===== config.mk =====
export PLATFORM = sky130hd
export DESIGN_NAME = vga_timing_regs
export DESIGN_NICKNAME = d
export VERILOG_FILES = /design/src/rtl/vga_timing_regs.sv
export SDC_FILE = /design/constraint.sdc
export NUM_CORES = 1
export LEC_CHECK = 0
export CAP_MARGIN = 20
export CORE_MARGIN = 2
export CORE_UTILIZATION = 55
export CTS_BUF_LIST = sky130_fd_sc_hd__clkbuf_4 sky130_fd_sc_hd__clkbuf_8
export DETAILED_ROUTE_END_ITERATION = 10
export GPL_TIMING_DRIVEN = 0
export MAX_ROUTING_LAYER = met4
export PLACE_DENSITY = 0.94
export SYNTH_ARGS = -nofsm -noshare
export SYNTH_HDL_FRONTEND = slang
export SYNTH_SLANG_ARGS = --single-unit

===== constraint.sdc =====
create_clock -name aclk -period 15.5 [get_ports aclk]
set_input_delay 2.325 -clock aclk [delete_from_list [all_inputs] [get_ports aclk]]
set_output_delay 2.325 -clock aclk [all_outputs]
set_load 0.03 [all_outputs]

===== src/rtl/vga_timing_regs.sv =====
// vga_timing_regs: AXI4-Lite bank of double-buffered VGA timing registers; define VGA_TIMING_REGS_IRQ_EN for the frame interrupt
package vga_pkg;
  typedef struct packed {
    logic [31:0] H_RES;
    logic [31:0] H_FRONT_PORCH;
    logic [31:0] H_SYNC_PULSE;
    logic [31:0] H_BACK_PORCH;
    logic [31:0] V_RES;
    logic [31:0] V_FRONT_PORCH;
    logic [31:0] V_SYNC_PULSE;
    logic [31:0] V_BACK_PORCH;
  } vga_config_t;
  localparam vga_config_t vga_configs [5] = '{
    '{640, 16, 96, 48, 480, 10, 2, 33},
    '{800, 40, 128, 88, 600, 1, 4, 23},
    '{1024, 24, 136, 160, 768, 3, 6, 29},
    '{1280, 110, 40, 220, 720, 5, 5, 20},
    '{1920, 88, 44, 148, 1080, 4, 5, 36}
  };
endpackage

module vga_timing_regs #(
  parameter int          DEFAULT_CONFIG = 3,
  parameter int          ADDR_WIDTH     = 12,
  parameter int          TW             = 16,
  parameter logic [31:0] ID_VALUE       = 32'h5647_4132
) (
  input  logic                  aclk,
  input  logic                  areset,
  input  logic [ADDR_WIDTH-1:0] ctrl_araddr,
  input  logic                  ctrl_arvalid,
  output logic                  ctrl_arready,
  output logic [31:0]           ctrl_rdata,
  output logic [1:0]            ctrl_rresp,
  output logic                  ctrl_rvalid,
  input  logic                  ctrl_rready,
  input  logic [ADDR_WIDTH-1:0] ctrl_awaddr,
  input  logic                  ctrl_awvalid,
  output logic                  ctrl_awready,
  input  logic [31:0]           ctrl_wdata,
  input  logic [3:0]            ctrl_wstrb,
  input  logic                  ctrl_wvalid,
  output logic                  ctrl_wready,
  output logic [1:0]            ctrl_bresp,
  output logic                  ctrl_bvalid,
  input  logic                  ctrl_bready,
  input  logic                  frame_start,
  output logic                  enable,
  output logic [TW-1:0]         h_res,
  output logic [TW-1:0]         h_front_porch,
  output logic [TW-1:0]         h_sync_pulse,
  output logic [TW-1:0]         h_back_porch,
  output logic [TW-1:0]         v_res,
  output logic [TW-1:0]         v_front_porch,
  output logic [TW-1:0]         v_sync_pulse,
  output logic [TW-1:0]         v_back_porch,
  output logic                  irq
);
  localparam int AW = ADDR_WIDTH - 2;
  localparam vga_pkg::vga_config_t CFG = vga_pkg::vga_configs[DEFAULT_CONFIG];
  localparam logic [31:0] RST [8] = '{CFG.H_RES, CFG.H_FRONT_PORCH, CFG.H_SYNC_PULSE, CFG.H_BACK_PORCH,
                                      CFG.V_RES, CFG.V_FRONT_PORCH, CFG.V_SYNC_PULSE, CFG.V_BACK_PORCH};

  logic          aw_held, w_held, en, pending;
  logic [AW-1:0] aw_idx, ar_idx;
  logic [31:0]   w_data, rd_word;
  logic [3:0]    w_strb;
  logic [15:0]   frame_count;
  logic [TW-1:0] shadow [8];
  logic [TW-1:0] active [8];
  logic          irq_pend, irq_en_q;
  logic          wr_fire, ctrl_we, commit, wr_err, rd_err, unused_addr;

  function automatic logic [31:0] merge(input logic [31:0] o, input logic [31:0] d, input logic [3:0] s);
    logic [31:0] r;
    for (int b = 0; b < 4; b++) r[8*b +: 8] = s[b] ? d[8*b +: 8] : o[8*b +: 8];
    return r;
  endfunction

  assign ar_idx       = ctrl_araddr[ADDR_WIDTH-1:2];
  assign unused_addr  = ^{ctrl_araddr[1:0], ctrl_awaddr[1:0]};
  assign ctrl_arready = !ctrl_rvalid;
  assign ctrl_awready = !aw_held && !ctrl_bvalid;
  assign ctrl_wready  = !w_held && !ctrl_bvalid;
  assign wr_fire      = aw_held && w_held;
  assign ctrl_we      = wr_fire && aw_idx == AW'(1) && w_strb[0];
  assign commit       = ctrl_we && w_data[1];
  assign wr_err       = aw_idx == AW'(0) || aw_idx > AW'(11);
  assign rd_err       = ar_idx > AW'(11);
  assign rd_word      = ar_idx == AW'(0) ? ID_VALUE :
                        ar_idx == AW'(1) ? {30'd0, pending, en} :
                        ar_idx == AW'(2) ? {frame_count, 7'd0, irq_pend, 7'd0, pending} :
                        ar_idx == AW'(3) ? {31'd0, irq_en_q} :
                        !rd_err          ? 32'(shadow[3'(ar_idx - AW'(4))]) : 32'd0;

  assign enable        = en;
  assign h_res         = active[0];
  assign h_front_porch = active[1];
  assign h_sync_pulse  = active[2];
  assign h_back_porch  = active[3];
  assign v_res         = active[4];
  assign v_front_porch = active[5];
  assign v_sync_pulse  = active[6];
  assign v_back_porch  = active[7];

  // AXI channels, control/shadow writes, and frame-boundary transfer of shadow into active
  always_ff @(posedge aclk or posedge areset)
    if (areset) begin
      ctrl_rvalid <= 1'b0;
      ctrl_rdata  <= '0;
      ctrl_rresp  <= '0;
      ctrl_bvalid <= 1'b0;
      ctrl_bresp  <= '0;
      aw_held     <= 1'b0;
      w_held      <= 1'b0;
      aw_idx      <= '0;
      w_data      <= '0;
      w_strb      <= '0;
      en          <= 1'b0;
      pending     <= 1'b0;
      frame_count <= '0;
      for (int k = 0; k < 8; k++) begin
        shadow[k] <= TW'(RST[k]);
        active[k] <= TW'(RST[k]);
      end
    end else begin
      if (ctrl_arvalid && ctrl_arready) begin
        ctrl_rvalid <= 1'b1;
        ctrl_rdata  <= rd_word;
        ctrl_rresp  <= rd_err ? 2'b10 : 2'b00;
      end else if (ctrl_rvalid && ctrl_rready) ctrl_rvalid <= 1'b0;
      if (ctrl_awvalid && ctrl_awready) begin
        aw_held <= 1'b1;
        aw_idx  <= ctrl_awaddr[ADDR_WIDTH-1:2];
      end
      if (ctrl_wvalid && ctrl_wready) begin
        w_held <= 1'b1;
        w_data <= ctrl_wdata;
        w_strb <= ctrl_wstrb;
      end
      if (wr_fire) begin
        aw_held     <= 1'b0;
        w_held      <= 1'b0;
        ctrl_bvalid <= 1'b1;
        ctrl_bresp  <= wr_err ? 2'b10 : 2'b00;
      end else if (ctrl_bvalid && ctrl_bready) ctrl_bvalid <= 1'b0;
      if (ctrl_we) en <= w_data[0];
      if (commit) pending <= 1'b1;
      else if (frame_start) pending <= 1'b0;
      if (frame_start && pending) active <= shadow;
      frame_count <= frame_count + {15'd0, frame_start};
      for (int k = 0; k < 8; k++)
        if (wr_fire && aw_idx == AW'(k + 4)) shadow[k] <= TW'(merge(32'(shadow[k]), w_data, w_strb));
    end

`ifdef VGA_TIMING_REGS_IRQ_EN
  logic irq_q, irq_clr, irq_en_we, irq_pend_n, irq_en_n;
  assign irq_clr    = wr_fire && aw_idx == AW'(2) && w_strb[1] && w_data[8];
  assign irq_en_we  = wr_fire && aw_idx == AW'(3) && w_strb[0];
  assign irq_pend_n = frame_start || (irq_pend && !irq_clr);
  assign irq_en_n   = irq_en_we ? w_data[0] : irq_en_q;
  assign irq        = irq_q;

  // Frame interrupt: a new frame wins over a coincident W1C clear
  always_ff @(posedge aclk or posedge areset)
    if (areset) begin
      irq_pend <= 1'b0;
      irq_en_q <= 1'b0;
      irq_q    <= 1'b0;
    end else begin
      irq_pend <= irq_pend_n;
      irq_en_q <= irq_en_n;
      irq_q    <= irq_pend_n && irq_en_n;
    end
`else
  assign irq_pend = 1'b0;
  assign irq_en_q = 1'b0;
  assign irq      = 1'b0;
`endif
endmodule


---- Word-level counts from Yosys, hierarchy flattened ----
Cells that the tools add are included.
word-level totals
  output and inout port bits .............. 171
  input port bits ......................... 68
  register bits after elaboration ......... 342
  logic and storage cells ................. 123
operators by class
  bitwise gates (word level) .............. 1
  muxes and demuxes ....................... 20
  reductions and logical operators ........ 48
  $lt $le $gt $ge ......................... 3
  add/subtract/negate cells ............... 2
  equal/unequal tests ..................... 12
operators with widths
  cell                 count
  $mux 32              3
  $mux 16              4
  $bmux 16 s3          1
  $eq 10x3->1 const B  4
  $eq 10x4->1 const B  4
  $reduce_and 2->1     16
  $eq 10x1->1 const B  2
  $eq 10x2->1 const B  2
  $gt 10x4->1 const B  2
  $logic_and 1x1->1    20
  $logic_not 10->1     2
  $add 16x1->16        1
  $mux 1               10
  $reduce_bool 2->1    5
  $ge 4x4->1 const B   1
  $logic_not 1->1      4
  $mux 2               2
  $not 3->4            1
  $sub 3x3->3 const B  1
  $logic_or 1x1->1     1

---- Logic depth before layout (Yosys ltp) ----
Gate-level depths: netlist (run 1).
  depth after elaboration ................. 10
  gate-level depth with buffers ........... 7
  depth with buffers taken out ............ 6

---- Worst setup path after synthesis (run 1) ----
No wires, ideal clock.
  path kind ............................... input to register
  from .................................... input ctrl_araddr[2]
  to ...................................... register ctrl_rdata[3]
  cell stages on the path ................. 5
  path buffers ............................ 2
  slack ................................... 11730 ps
  required time ........................... 15367 ps
  data arrival time ....................... 3638 ps
  library setup time ...................... 133 ps
  cell sequence ........................... buf_2 -> buf_2 -> mux4_2 -> mux2i_1 -> o21ai_0
on the way
  cells in the longest elaborated chain, start to end .. 10
  elaborated cells between the ends (all ways) .. 15
  those cells by class .................... add/sub: 1; order compare: 1; eq/ne: 3; mux: 8; bitwise: 1; reduce/logical: 1
RTL lines
  element                                      line  source
  start: declaration                           30    input logic [ADDR_WIDTH-1:0] ctrl_araddr,
  $sub 3x3->3                                  94    !rd_err ? 32'(shadow[3'(ar_idx - AW'(4))]) : 32'd0;
  $not 3->4 (implied by the code)              94
  $bmux 16 s3                                  94
  $mux 16 (implied by the code) (2 in series)  94
  $mux 16                                      94
  $mux 16                                      93    ar_idx == AW'(3) ? {31'd0, irq_en_q} :
  $mux 32                                      92    ar_idx == AW'(2) ? {frame_count, 7'd0, irq_pend, 7'd0, pending} :
  $mux 32                                      91    ar_idx == AW'(1) ? {30'd0, pending, en} :
  $mux 32 (*)                                  90    assign rd_word = ar_idx == AW'(0) ? ID_VALUE :
  end signal: assignment                       129   ctrl_rdata <= rd_word;
  end: declaration                             33    output logic [31:0] ctrl_rdata,
Every way passes the cells marked *; elsewhere a longest branch is shown, timed or not. The select of a mux whose other input is x is not followed.
A chain may end at the register's enable or synchronous reset.

---- Worst setup path after layout (run 1) ----
  from .................................... input ctrl_araddr[3]
  to ...................................... register ctrl_rdata[1]
Same word-level chain as after synthesis.

==> results of run 1 <==
[tightest hold or removal path, delay by kind of cell (launching register included)]
kind | cells | cell delay, ps
and+or+nand+nor | 2 | 100
DFF | 1 | 350
[kinds of logic after synthesis]
| family | synth area share, % |
|---|---|
| muxes | 28.4 |
| other | 0.0267 |
| adders and majority gates | 0.178 |
| DFF | 61.1 |
| buffers and inverters | 1.59 |
| AOI/OAI and AO/OA | 2.15 |
| and+or+nand+nor | 5.62 |
| xor gates and xnor gates | 0.937 |
[stage by stage]
stage / instances / total power (W) / utilization (%)
after floorplan: 949 / 0.00121 / -
after global placement: 1491 / 0.00131 / 66.0
after detailed placement: 1493 / 0.00133 / 66.2
after CTS: 1584 / 0.00209 / 70.5
after global routing: 1584 / 0.00216 / 70.5
final: 1584 / 0.00209 / 70.5
[power by group]
part           total (W)  internal [W]  switching [W]  leakage (nW)
clock network   0.000762      0.000421       0.000341         0.580
logic           0.000249      0.000116       0.000133          3.26
registers        0.00107      0.000960       0.000115          4.46
[cell type report]
class	instances	area, um2
buffer	43	185
clock inverter	8	52.6
clock buffer	83	1030
multi-input combinational	556	5240
tap	330	413
sequential	340	8570
inverter	10	45.0
fill	1640	7400
timing repair buffer	214	2180
[routing by layer]
metal  routed length, um  share of wire, %
met1               14000                38
met2               18600                50
met3                2940               8.0
met4                1340               3.6
met5                   0                 0
[layout by cell type (no fill, tap or decap), types with 15 or more instances in the layout]
master           synthesis  routed
dfrtp_1                292     292
mux2_2                 279     279
clkdlybuf4s50_1          0     212
clkbuf_8                 0      65
nand2_1                 56      56
dfstp_2                 48      48
mux2i_1                 32      32
clkbuf_1                27      27
nand3_1                 24      24
nor2_1                  23      23
mux4_2                  20      20
clkbuf_4                 0      18
a21oi_1                 16      16
o21ai_0                 15      15
[worst max path at each step]
| stage | from | endpoint | slack [ps] | depth (start not counted) |
|---|---|---|---|---|
| floorplan | areset | aw_held$_DFFE_PP0P_ | 3830 | 1 |
| global route | ctrl_araddr[3] | ctrl_rdata[1]$_DFFE_PP0P_ | 10940 | 7 |
| detailed placement | frame_start | v_sync_pulse[8]$_DFFE_PP0P_ | 10630 | 5 |
| CTS | ctrl_araddr[3] | ctrl_rdata[1]$_DFFE_PP0P_ | 11140 | 7 |
| finish | ctrl_araddr[3] | ctrl_rdata[1]$_DFFE_PP0P_ | 11100 | 7 |
| global placement | areset | shadow[3]$_DFFE_PP0P_ | 270 | 2 |
==> results.md, run 1 <==
- Hold WS: 471 ps
- CORE AREA: 0.0251 mm2
- Number of global-route vias before repair: 9913
- Hold_buf cts: 0
- GR peak layer: met2
- Synth top area share: 52.1%
- Worst-path clk slew: 70 ps
- Cells on worst reg2reg path: 4
- H-tree Lvls: 2
- Main synth FF type: dfrtp_1
- Relative slew margins: 31.5%
- Actual slew at the worst max-slew pin: 1030 ps
- Mapped cell area: 0.0140 mm2
- Cells after synthesis: 947
- 1st-pass router iterations: 5
- Max Freq: 227 MHz
- Post-route ant nets: 0
- Tot GR Track Use: 29.0%
- Worst VDD drop: 138 uV
- Grt total ovfl: 0
- Yosys reg bits: 340
- Hold Path End: ctrl_rdata[27]$_DFFE_PP0P_
- R2R Path End: shadow[1]$_DFFE_PP0P_
- Synth area leader: dfrtp_1
- Ant diodes: 0
- Fin Setup TNS: 0 ps
- Dpl cell area: 0.0166 mm2
- Post-synthesis area per instance: 14.8 um2
- Status: complete, no violations
- Initial Util: 55.8%
- Post-synth top cells: dfrtp_1, mux2_2, nand2_1, dfstp_2, mux2i_1
- Reg2Reg Setup Slack: 13020 ps
- Cell Pwr Density: 118 mW/mm2
- Clock Latency Late Sink: 590 ps
- Total CTS buffers: 51
- Most common cell in the netlist: dfrtp_1
- Max stage delay on crit path: 780 ps
- Final period util: 28.4%
- Setup crit start kind: primary input
- Area growth from synthesis to layout: 26.3%
- Met2 usage: 47.2%
- Hold wc startpoint: ctrl_rdata[27]$_DFFE_PP0P_
- Vias: 9265
- Number of core rows: 58
- WP data arrival: 4910 ps
- Drt initial violations: 776
- Yosys warning count: 0
- Clk sink count: 340
- Post-synth EDFFs: 0
- Skew final: 29.8 ps
- CP cell instances: clkdlybuf4s50_1 > buf_2 > buf_1 > mux2i_1 > a22oi_1 > nand4_1 > nand3_1
- Synth area leaders: dfrtp_1, mux2_2, dfstp_2, mux4_2, mux2i_1
- Post-synth ARST share: 100%
- Die Ht: 164 um
- Max Slew Vio Count: 0
- Clock Tree Buf Depth: 3
- Largest net degree at the start of global routing: 133
- Post-synth cell types: 49
- Max FFs per register: 128
- First-pass GRT wire length: 56.3 mm
- Initial antenna violation count: 0
- Crit path max fanout: 10
- Pleak: 8.30 nW
- Critical path's slowest cell: buf_1
- Met3 GRT Util: 7.01%
- Max-cap viol count: 0
- Sequential area share after synthesis: 61.1%
- Post-cts repair resize count: 0
- Post-DP HPWL: 25.8 mm
- Detailed-route vias per instance: 5.85
- Final setup viols: 0
- RSZ-0062 raised after global routing: false
- Worst path bufs/invs: 3
- TritonCTS clock tree: built
- DRC: 0
- CP required: 16010 ps
- Share of layout cells above drive strength 1: 37.6%
- Worst path top cell family by delay: buffers and inverters
- Final hold viol count: 0
- I/O pins: 239
- Routed wire length per instance: 23.3 um
- Hold path depth: 2
- Gp weighted congestion: 0.910
- WS Path Type: in2reg
- Worst Slack Setup Final: 11100 ps
- Most flops, register: shadow
- Area of the die: 0.0268 mm2
- I/O Buffers: 212
- Period minus WS final: 4400 ps
- Worst R2R Start: aw_idx[4]$_DFFE_PP0P_
- Setup crit end kind: flip-flop
- Global Route met1 Usage: 35.3%
- Post-placement worst setup slack: 10630 ps
- Hold WC Path Type: reg2reg
- Clk root buf: clkbuf_8
- Biggest regs: shadow x128, ctrl_rdata x32
- Post CTS Setup Buffer Count: 0
- Die Width: 164 um
- Final wirelength: 36.9 mm
- Fin nets: 1286
- Design Area, Final: 0.0177 mm2
Note: power is estimated with default switching activity, not from simulation.
==> inputs of run 2 (changes only) <==
CORE_UTILIZATION = 50   (was 55)
PLACE_DENSITY = 0.91   (was 0.94)
clock period = 3.9 ns   (was 15.5 ns; I/O delays follow)
==> run 2 against run 1 <==
Effect of this change:
- non-clock buffer count up 7
- count of clock-buffer cells in the layout up 8
- register-to-register slack worse by 12000 ps
- via count down 1.9%
- clock skew up 7.2 ps
- largest cell class unchanged
==> results.md, run 2 (same netlist as run 1, synthesis figures left out) <==
- Status: complete, no violations (unchanged)
- Setup crit end kind: flip-flop (unchanged)
- Hold_buf cts: 0 (unchanged)
- Worst VDD drop: 416 uV (was 138 uV)
- Max Slew Vio Count: 0 (unchanged)
- Period minus WS final: 2800 ps
- Sw Pwr: 0.00232 W (was 0.000588 W)
- TritonCTS clock tree: built (unchanged)
- Fin Setup TNS: 0 ps (unchanged)
- R2R Path End: shadow[12]$_DFFE_PP0P_ (was shadow[1]$_DFFE_PP0P_)
- Logic gate share of total power: 12.0% (was 11.9%)
- RSZ-0062 raised after global routing: false (unchanged)
- Final setup viols: 0 (unchanged)
- Skew final: 37.0 ps (was 29.8 ps)
- Drt initial violations: 700 (was 776)
- Critical Path End: ctrl_rdata[8]$_DFFE_PP0P_ (was ctrl_rdata[1]$_DFFE_PP0P_)
- Post CTS Setup Buffer Count: 0 (unchanged)
- Clk root buf: clkbuf_8 (unchanged)
- Post-cts repair resize count: 0 (unchanged)
- CORE AREA: 0.0277 mm2 (was 0.0251 mm2)
- Final Core Density: 64.7% (was 70.5%)
- Crit path max fanout: 10 (unchanged)
- Origin of the worst setup path: ctrl_araddr[2] (was ctrl_araddr[3])
- Number of core rows: 61 (was 58)
- Most flops, register: shadow (unchanged)
- Max FFs per register: 128 (unchanged)
- Area of the die: 0.0294 mm2 (was 0.0268 mm2)
- Dpl cell area: 0.0168 mm2 (was 0.0166 mm2)
- Grt total ovfl: 0 (unchanged)
- Clk pwr share: 36.9% (was 36.5%)
- Vias: 9089 (was 9265)
- Initial Util: 50.6% (was 55.8%)
- Met2 usage: 41.7% (was 47.2%)
- Sequential power share: 51.1% (was 51.5%)
- Setup crit start kind: primary input (unchanged)
- Total CTS buffers: 53 (was 51)
- Max Freq: 357 MHz
- Clock Tree Buf Depth: 3 (unchanged)
- Final period util: 71.9%
- I/O pins: 239 (unchanged)
- Gp weighted congestion: 0.876 (was 0.910)
- Reg2Reg Setup Slack: 1460 ps (was 13020 ps)
- Number of global-route vias before repair: 9709 (was 9913)
- Design Area, Final: 0.0179 mm2 (was 0.0177 mm2)
- H-tree Lvls: 2 (unchanged)
- Clk sink count: 340 (unchanged)
- Largest net degree at the start of global routing: 46 (was 133)
- WS Path Type: in2reg (unchanged)
- Met3 GRT Util: 6.56% (was 7.01%)
- Hold WC Path Type: in2async (was reg2reg)
- Worst-path clk slew: 70 ps (about the same)
- Routed wire length per instance: 22.3 um (was 23.3 um)
- Relative slew margins: 31.7% (was 31.5%)
- Post-route ant nets: 0 (unchanged)
- Die Ht: 171 um (was 164 um)
- Actual slew at the worst max-slew pin: 1020 ps (was 1030 ps)
- Most common cell after layout, fill and taps aside: dfrtp_1 (unchanged)
- Fin nets: 1295 (was 1286)
- Sw Ratio: 27.8% (was 28.2%)
- Area growth from synthesis to layout: 27.8% (was 26.3%)
- Clock Latency Late Sink: 590 ps (about the same)
- Die Width: 171 um (was 164 um)
- Global Route met1 Usage: 33.0% (was 35.3%)
- I/O Buffers: 212 (unchanged)
- Highest-count cells in the layout ignoring fill and taps: dfrtp_1, mux2_2, clkdlybuf4s50_1 (unchanged)
- Cell Pwr Density: 465 mW/mm2 (was 118 mW/mm2)
- Detailed-route vias per instance: 5.53 (was 5.85)
- Final wirelength: 36.7 mm (was 36.9 mm)
- Worst R2R Start: aw_idx[5]$_DFFE_PP0P_ (was aw_idx[4]$_DFFE_PP0P_)
- Internal power: 0.00602 W (was 0.00150 W)
- Biggest regs: shadow x128, ctrl_rdata x32 (unchanged)
- Share of layout cells above drive strength 1: 38.2% (was 37.6%)
- Max-cap viol count: 0 (unchanged)
- Post-DP HPWL: 26.2 mm (was 25.8 mm)
- Pleak: 8.37 nW (was 8.30 nW)
- Total power: 0.00834 W (was 0.00209 W)
- First-pass GRT wire length: 56.6 mm (was 56.3 mm)
- Final hold viol count: 0 (unchanged)
- Cells on worst reg2reg path: 4 (unchanged)
- CP required: 4310 ps (was 16010 ps)
- WP data arrival: 3220 ps (was 4910 ps)
- DRC: 0 (unchanged)
- Tot GR Track Use: 26.4% (was 29.0%)
- 1st-pass router iterations: 5 (unchanged)
- GR peak layer: met2 (unchanged)
- Initial antenna violation count: 1 (was 0)
==> run 2: cell types whose count changed in the layout (fill, tap and decap cells not counted), sizes merged <==
| cell | delta |
|---|---|
| clkbuf | +8 |
| buf | +7 |
| clkinv | -2 |
| inv | -2 |
| clkinvlp | +1 |
| diode | +1 |
==> run 2: power groups by stage <==
stage | Clock (W) | Sequential (W) | Combinational [W]
final | 0.00308 | 0.00426 | 0.00100
after global routing | 0.00330 | 0.00430 | 0.00108
after CTS | 0.00312 | 0.00424 | 0.00101
after detailed placement | 0 | 0.00429 | 0.000995
after global placement | 0 | 0.00427 | 0.000936
after floorplan | 0 | 0.00420 | 0.000594
==> run 2: how the worst min path moves through the flow <==
stage,start,to,slack (ps),cells past startpoint
finish,areset,shadow[119]$_DFFE_PP0P_,460,2
floorplan,frame_count[15]$_DFF_PP0_,frame_count[15]$_DFF_PP0_,450,1
global route,areset,shadow[87]$_DFFE_PP0P_,490,2
detailed placement,ctrl_rdata[24]$_DFFE_PP0P_,ctrl_rdata[24]$_DFFE_PP0P_,460,2
CTS,areset,shadow[87]$_DFFE_PP0P_,450,2
global placement,ctrl_rdata[19]$_DFFE_PP0P_,ctrl_rdata[19]$_DFFE_PP0P_,450,2
==> run 2: area by class of cell <==
cell class,count,area (um2)
diodes,1,2.50
plain buffers,43,185
clock buffers,91,1080
clock inverters,5,31.3
fillers,1972,9790
inverters,10,41.3
multi-input cells,556,5240
flip-flops and latches,340,8570
well taps,378,473
repair buffers,221,2300
==> run 2: critical path, stage by stage <==
cell             delay (ps)
clkdlybuf4s50_1         510
buf_2                   410
clkbuf_1                540
nor2b_1                 610
a22oi_1                 260
nand3_1                 200
a21oi_1                  90
==> run 2: per-stage QoR <==
stage / hold slack (ps) / std cells / setup slack (ps)
after global routing: 493 / 1645 / 982
final: 455 / 1645 / 1100
after global placement: 452 / 1539 / -3260
after floorplan: 445 / 949 / -1190
after CTS: 453 / 1644 / 1180
after detailed placement: 462 / 1548 / 628
==> run 2: metal layers <==
layer | share of wire [%] | vias to the layer above
li1 | - | 3963
met1 | 41 | 4701
met2 | 49 | 324
met3 | 6.9 | 101
met4 | 3.5 | 0
met5 | 0 | -
